<file path="src/rtl/csr_io_arbiter.sv">
// Two-master arbiter for the CSR I/O port: turns a held request from master A or B
// into a single-cycle io_rd/io_wr strobe, captures read data and returns a one-cycle ack.
module csr_io_arbiter #(
  parameter int unsigned FIXED_PRIO = 0
) (
  input  logic        clk,
  input  logic        rst,
  input  logic        a_req,
  input  logic        a_we,
  input  logic [15:0] a_addr,
  input  logic [15:0] a_wdata,
  output logic        a_ack,
  output logic [15:0] a_rdata,
  input  logic        b_req,
  input  logic        b_we,
  input  logic [15:0] b_addr,
  input  logic [15:0] b_wdata,
  output logic        b_ack,
  output logic [15:0] b_rdata,
  output logic [15:0] io_addr,
  output logic [15:0] io_dout,
  output logic        io_wr,
  output logic        io_rd,
  input  logic [15:0] io_din,
  output logic        busy
);

  typedef enum logic [1:0] {IDLE, ISSUE, ACK} state_t;

  state_t      state;
  logic        own_b;
  logic        we_q;
  logic        last_b;
  logic        grant_b;
  logic        sel_we;
  logic [15:0] sel_addr;
  logic [15:0] sel_wdata;

  // On contention, fixed priority always picks A; round-robin picks the master
  // that did not win last time.
  always_comb begin
    grant_b = 1'b0;
    if (a_req && b_req) begin
      grant_b = (FIXED_PRIO != 0) ? 1'b0 : ~last_b;
    end else begin
      grant_b = b_req;
    end
    sel_we    = grant_b ? b_we    : a_we;
    sel_addr  = grant_b ? b_addr  : a_addr;
    sel_wdata = grant_b ? b_wdata : a_wdata;
  end

  always_ff @(posedge clk or negedge rst) begin
    if (!rst) begin
      state   <= IDLE;
      own_b   <= 1'b0;
      we_q    <= 1'b0;
      last_b  <= 1'b1;
      io_addr <= '0;
      io_dout <= '0;
      io_wr   <= 1'b0;
      io_rd   <= 1'b0;
      a_ack   <= 1'b0;
      b_ack   <= 1'b0;
      a_rdata <= '0;
      b_rdata <= '0;
      busy    <= 1'b0;
    end else begin
      case (state)
        IDLE: begin
          if (a_req || b_req) begin
            own_b   <= grant_b;
            last_b  <= grant_b;
            we_q    <= sel_we;
            io_addr <= sel_addr;
            io_dout <= sel_wdata;
            io_wr   <= sel_we;
            io_rd   <= ~sel_we;
            busy    <= 1'b1;
            state   <= ISSUE;
          end
        end
        ISSUE: begin
          io_wr <= 1'b0;
          io_rd <= 1'b0;
          if (own_b) begin
            b_rdata <= we_q ? '0 : io_din;
            b_ack   <= 1'b1;
          end else begin
            a_rdata <= we_q ? '0 : io_din;
            a_ack   <= 1'b1;
          end
          state <= ACK;
        end
        ACK: begin
          a_ack   <= 1'b0;
          b_ack   <= 1'b0;
          io_addr <= '0;
          io_dout <= '0;
          busy    <= 1'b0;
          state   <= IDLE;
        end
        default: state <= IDLE;
      endcase
    end
  end

endmodule

</file>
<file path="config.mk">
export PLATFORM = sky130hd
export DESIGN_NAME = csr_io_arbiter
export DESIGN_NICKNAME = d
export VERILOG_FILES = /design/src/rtl/csr_io_arbiter.sv
export SDC_FILE = /design/constraint.sdc
export NUM_CORES = 1
export LEC_CHECK = 0
export BUFFER_PORTS_ARGS = -buffer_cell sky130_fd_sc_hd__buf_2
export CORE_ASPECT_RATIO = 0.5
export CORE_MARGIN = 2
export CORE_UTILIZATION = 49
export CTS_CLUSTER_DIAMETER = 50
export CTS_CLUSTER_SIZE = 12
export DETAILED_ROUTE_END_ITERATION = 12
export PLACE_DENSITY = 0.82
export SYNTH_ARGS = -nofsm -noshare
export SYNTH_HDL_FRONTEND = slang
export SYNTH_SLANG_ARGS = --single-unit
export TNS_END_PERCENT = 5
</file>
<file path="constraint.sdc">
create_clock -name clk -period 3.2 [get_ports clk]
set_input_delay 0.32 -clock clk [delete_from_list [all_inputs] [get_ports clk]]
set_output_delay 0.32 -clock clk [all_outputs]
set_load 0.03 [all_outputs]
</file>
* Word level (Yosys, flattened, before mapping)
Cells that the tools add are included.
** Storage, ports and cells
- Register bits after elaboration :: 74
- Input port bits :: 86
- Output and inout port bits :: 69
- Word-level logic and storage cells :: 55
** Operators by class
- Equal/unequal tests :: 5
- Multiplexer cells :: 21
- Bitwise logic cells :: 3
- Reduce and logical (&&, ||, !) cells :: 13
** Operators with widths (count)
- $mux W16 :: 5
- $pmux W16 S2 :: 2
- $reduce_and A2 Y1 :: 7
- $pmux W1 S2 :: 5
- $mux W1 :: 7
- $ne A2 B2 Y1 const B :: 3
- $reduce_bool A2 Y1 :: 3
- $pmux W2 S2 :: 1
- $not A1 Y1 :: 3
- $eq A2 B1 Y1 const B :: 1
- $eq A2 B2 Y1 const B :: 1
- $logic_not A2 Y1 :: 1
- $mux W2 :: 1
- $logic_and A1 B1 Y1 :: 1
- $logic_or A1 B1 Y1 :: 1

* Longest topological paths before layout
- Word-level depth :: 6
- Depth in mapped cells :: 6
- Gate-level depth less buffers :: 4

* Least setup slack after synthesis
No wires, ideal clock.
- Path type :: reg-to-reg
- Start point :: register last_b
- End point :: register io_addr[0]
- Setup time :: 0.126 ns
- Arrival :: 1.241 ns
- Data required time :: 3.074 ns
- Path slack :: 1.833 ns
- Stages on the path, launching flop included :: 6
- Buffers on the path :: 2
- Period minus slack after synthesis :: 1.367 ns
- Path through :: dfstp_2 -> nand2b_1 -> and3_1 -> buf_2 -> buf_6 -> a221o_1
** On the way
- Cells in the longest elaborated chain, start to end :: 5
** Ends and longest elaborated chain
- from (decl) :: RTL line 33 : logic last_b;
- from (signal assigned) :: RTL line 73 : last_b <= grant_b;
- $not A1 Y1 :: RTL line 44 : grant_b = (FIXED_PRIO != 0) ? 1'b0 : ~last_b;
- $mux W1 :: RTL line 43 : if (a_req && b_req) begin
- $mux W16 :: RTL line 49 : sel_addr = grant_b ? b_addr : a_addr;
- $mux W16 :: RTL line 71 : if (a_req || b_req) begin
- $pmux W16 S2 :: RTL line 69 : case (state)
- to (signal assigned) :: RTL line 75 : io_addr <= sel_addr;
- to (decl) :: RTL line 20 : output logic [15:0] io_addr,
Every way passes these cells. The select of a mux whose other input is x is not followed.
A chain may end at the register's enable or synchronous reset.

* Worst setup path after layout
- Start point :: register last_b
- End point :: register io_dout[8]
** On the way
- Cells in the longest elaborated chain, start to end :: 5
** Ends and longest elaborated chain
- $not A1 Y1 :: RTL line 44
- $mux W1 :: RTL line 43
- $mux W16 :: RTL line 50 : sel_wdata = grant_b ? b_wdata : a_wdata;
- $mux W16 :: RTL line 71
- $pmux W16 S2 :: RTL line 69
- to (signal assigned) :: RTL line 76 : io_dout <= sel_wdata;
- to (decl) :: RTL line 21 : output logic [15:0] io_dout,
Every way passes these cells. The select of a mux whose other input is x is not followed.

==> flow_metrics.tcl <==
set metrics [dict create \
    synth_fa_ha_area_share_pct 0 \
    p_leak_nw 2.276 \
    die_x_um 115.1 \
    diodes 0 \
    layout_common_cells "buf_2, dfrtp_1, nand2_1" \
    grt_pass1_vias 2605 \
    hold_viol 0 \
    finalInstanceArea_mm2 0.004088 \
    avgSynthCellArea_um2 11.16 \
    clock_skew_ps 6.203 \
    grt_overflow_total 0 \
    cts_hold_buf 0 \
    drive_gt1_share_pct 41.33 \
    multi_input_area_mm2 0.001041 \
    synth-seq-cells 74 \
    synth_compound_area_share_pct 18.99 \
    slew_headroom_pct 20.59 \
    drv_slew 0 \
    tns_ps 0 \
    synthArstFlopShare_pct 100.0 \
    core_area_mm2 0.006006 \
    crit_type "flop to flop" \
    ys_types 27 \
    p_sw_share_pct 44.53 \
    initial_utilization_pct 50.35 \
    clk_pin_slew_ps 60 \
    totalWireLength_um 7681 \
    p_per_area_mw_per_mm2 1188 \
    dieHeight_um 59.55 \
    hpwlAfterDp_um 5328 \
    start_kind "flop" \
    ant_nets 0 \
    pwr-share-seq_pct 33.8 \
    drc 0 \
    tightest_slew_ps 1184 \
    fmax_mhz 508.2 \
    ios 155 \
    synthMuxAreaShare_pct 0.7034 \
    clk_path_buf_depth 2 \
    cts-root-buf "clkbuf_16" \
    status "finished clean" \
    drv_cap 0 \
    area_growth_syn_to_layout_pct 35.17 \
    grt_pass1_wl_um 11810 \
    synth_top_flop_cell "dfrtp_1" \
    end_kind "flop" \
    htreeDepth 3 \
    fillers 494 \
    cp_data_required_time_ps 3450 \
    rows 20 \
    final_common_cell "buf_2" \
    fin_crit_sh_pct 61.49 \
    nets 502 \
    synth-simple-area-share_pct 14.52 \
    antenna_found_initial 0 \
    drt-initial-drc-count 227 \
    wl_per_cell_um 15.42 \
    cp_data_arrival_time_ps 2220 \
    clockPowerShare_pct 20.1 \
    synth_top_family_by_area "compound AO/OA/AOI/OAI gates" \
    hold_class "primary input to asynchronous set/reset pin" \
    cts_setup_buffers 0 \
    grt_max_degree 75 \
    gr-usage-all-layers_pct 22.58 \
    viasPerCell 5.323 \
    cts_resized 0 \
    cts_num_sinks 74 \
    synth-xor-area-share_pct 0 \
    io_buffer_count 154 \
    cts_tree "done" \
    firstDrtPassIters 4 \
    synth-edff-count 0 \
    power.switching_mw 2.162 \
    fin_crit_ps 1968 \
    vias 2651 \
    dieArea_mm2 0.006854 \
    synthCells 271 \
    clock_latency_ps 320 \
    p_total_mw 4.855 \
    pwr-share-comb_pct 46.1 \
    p_int_mw 2.693 \
    synthesis.area_mm2 0.003024 \
    rsz0062_at_grt "no" \
    vdd_ir_drop_max_uv 529.5 \
    syn_nets 357 \
    setup_viol 0 \
    placed_area_mm2 0.003797 \
    cts_buffers 9 \
    gp_congestion 0.8376 \
    seq_area_frac_synth_pct 61.27 \
    ys_warn_count 0 \
    worstPathMaxFanout 32 \
    seqCellArea_mm2 0.001853 \
]
[worst paths after layout]
path,depth (start not counted),slack (ps),end,from
max,3,1230,io_dout[8],last_b
min,1,130,b_rdata[8],rst
max reg2reg,3,1230,io_dout[8],last_b
min reg2reg,2,480,b_rdata[6],b_rdata[6]
max in group asynchronous,1,2510,io_addr[6],rst
min in group clk,2,190,last_b,a_req
[critical path, stage by stage (launching register included)]
cell	delay [ps]
dfstp_2	550
nand2b_1	100
and3_1	920
a221o_1	320
[power by group through the flow]
stage,Clock (mW),Sequential (mW),Combinational [mW]
2_1_floorplan,0,2.41,0.830
3_5_place_dp,0,1.65,2.26
4_1_cts,0.988,1.64,2.26
3_3_place_gp,0,1.62,2.18
5_1_grt,1.03,1.69,2.42
6_report,0.976,1.64,2.24
[through the flow]
step,setup WS [ps],cells,utilization [%],hold WS (ps)
2_1_floorplan,1833,271,-,24.41
3_3_place_gp,1263,482,63.23,456.8
3_5_place_dp,1176,482,63.23,471.1
4_1_cts,1240,498,68.06,172.2
5_1_grt,1082,498,68.06,197.3
6_report,1232,498,68.06,134.9
[sequential cells by signal (all words and copies together) (netlist names)]
| name | count |
|---|---|
| a_ack | 1 |
| state | 2 |
| own_b | 1 |
| we_q | 1 |
| busy | 1 |
| b_rdata | 16 |
| io_addr | 16 |
| last_b | 1 |
| b_ack | 1 |
| io_dout | 16 |
| a_rdata | 16 |
| io_rd | 1 |
| io_wr | 1 |
[cells in the mapped netlist, drive strengths merged (2+ instances only)]
library cell | number | area [µm²]
inv | 5 | 18.77
clkbuf | 11 | 41.29
a21oi | 5 | 25.02
nand2b | 2 | 12.51
buf | 11 | 76.32
o21ai | 34 | 170.2
and3 | 33 | 206.5
a22o | 2 | 17.52
nand2 | 50 | 187.7
a221o | 32 | 320.3
dfrtp | 73 | 1827
[cells by family after synthesis]
| logic type | count (synthesis) |
|---|---|
| buffers and inverters | 27 |
| multiplexers | 2 |
| AO/OA/AOI/OAI | 78 |
| flip-flops | 74 |
| AND/OR/NAND/NOR | 90 |
[layout make-up]
| cell class | instances | area share (%) |
|---|---|---|
| well taps | 77 | 2.357 |
| clock inverters | 3 | 0.9795 |
| flip-flops and latches | 74 | 45.33 |
| repair buffers | 156 | 19.28 |
| inverters | 5 | 0.4591 |
| multi-input cells | 170 | 25.47 |
| clock buffers | 13 | 6.122 |
[layer usage]
layer	track usage (%)	routed length [µm]	part of all wire, %
met1	26.86	3211	42
met2	39.75	3920	51
met3	5.624	390	5.1
met4	10.15	159	2.1
met5	0	0	0
Note: power is estimated with default switching activity, not from simulation.
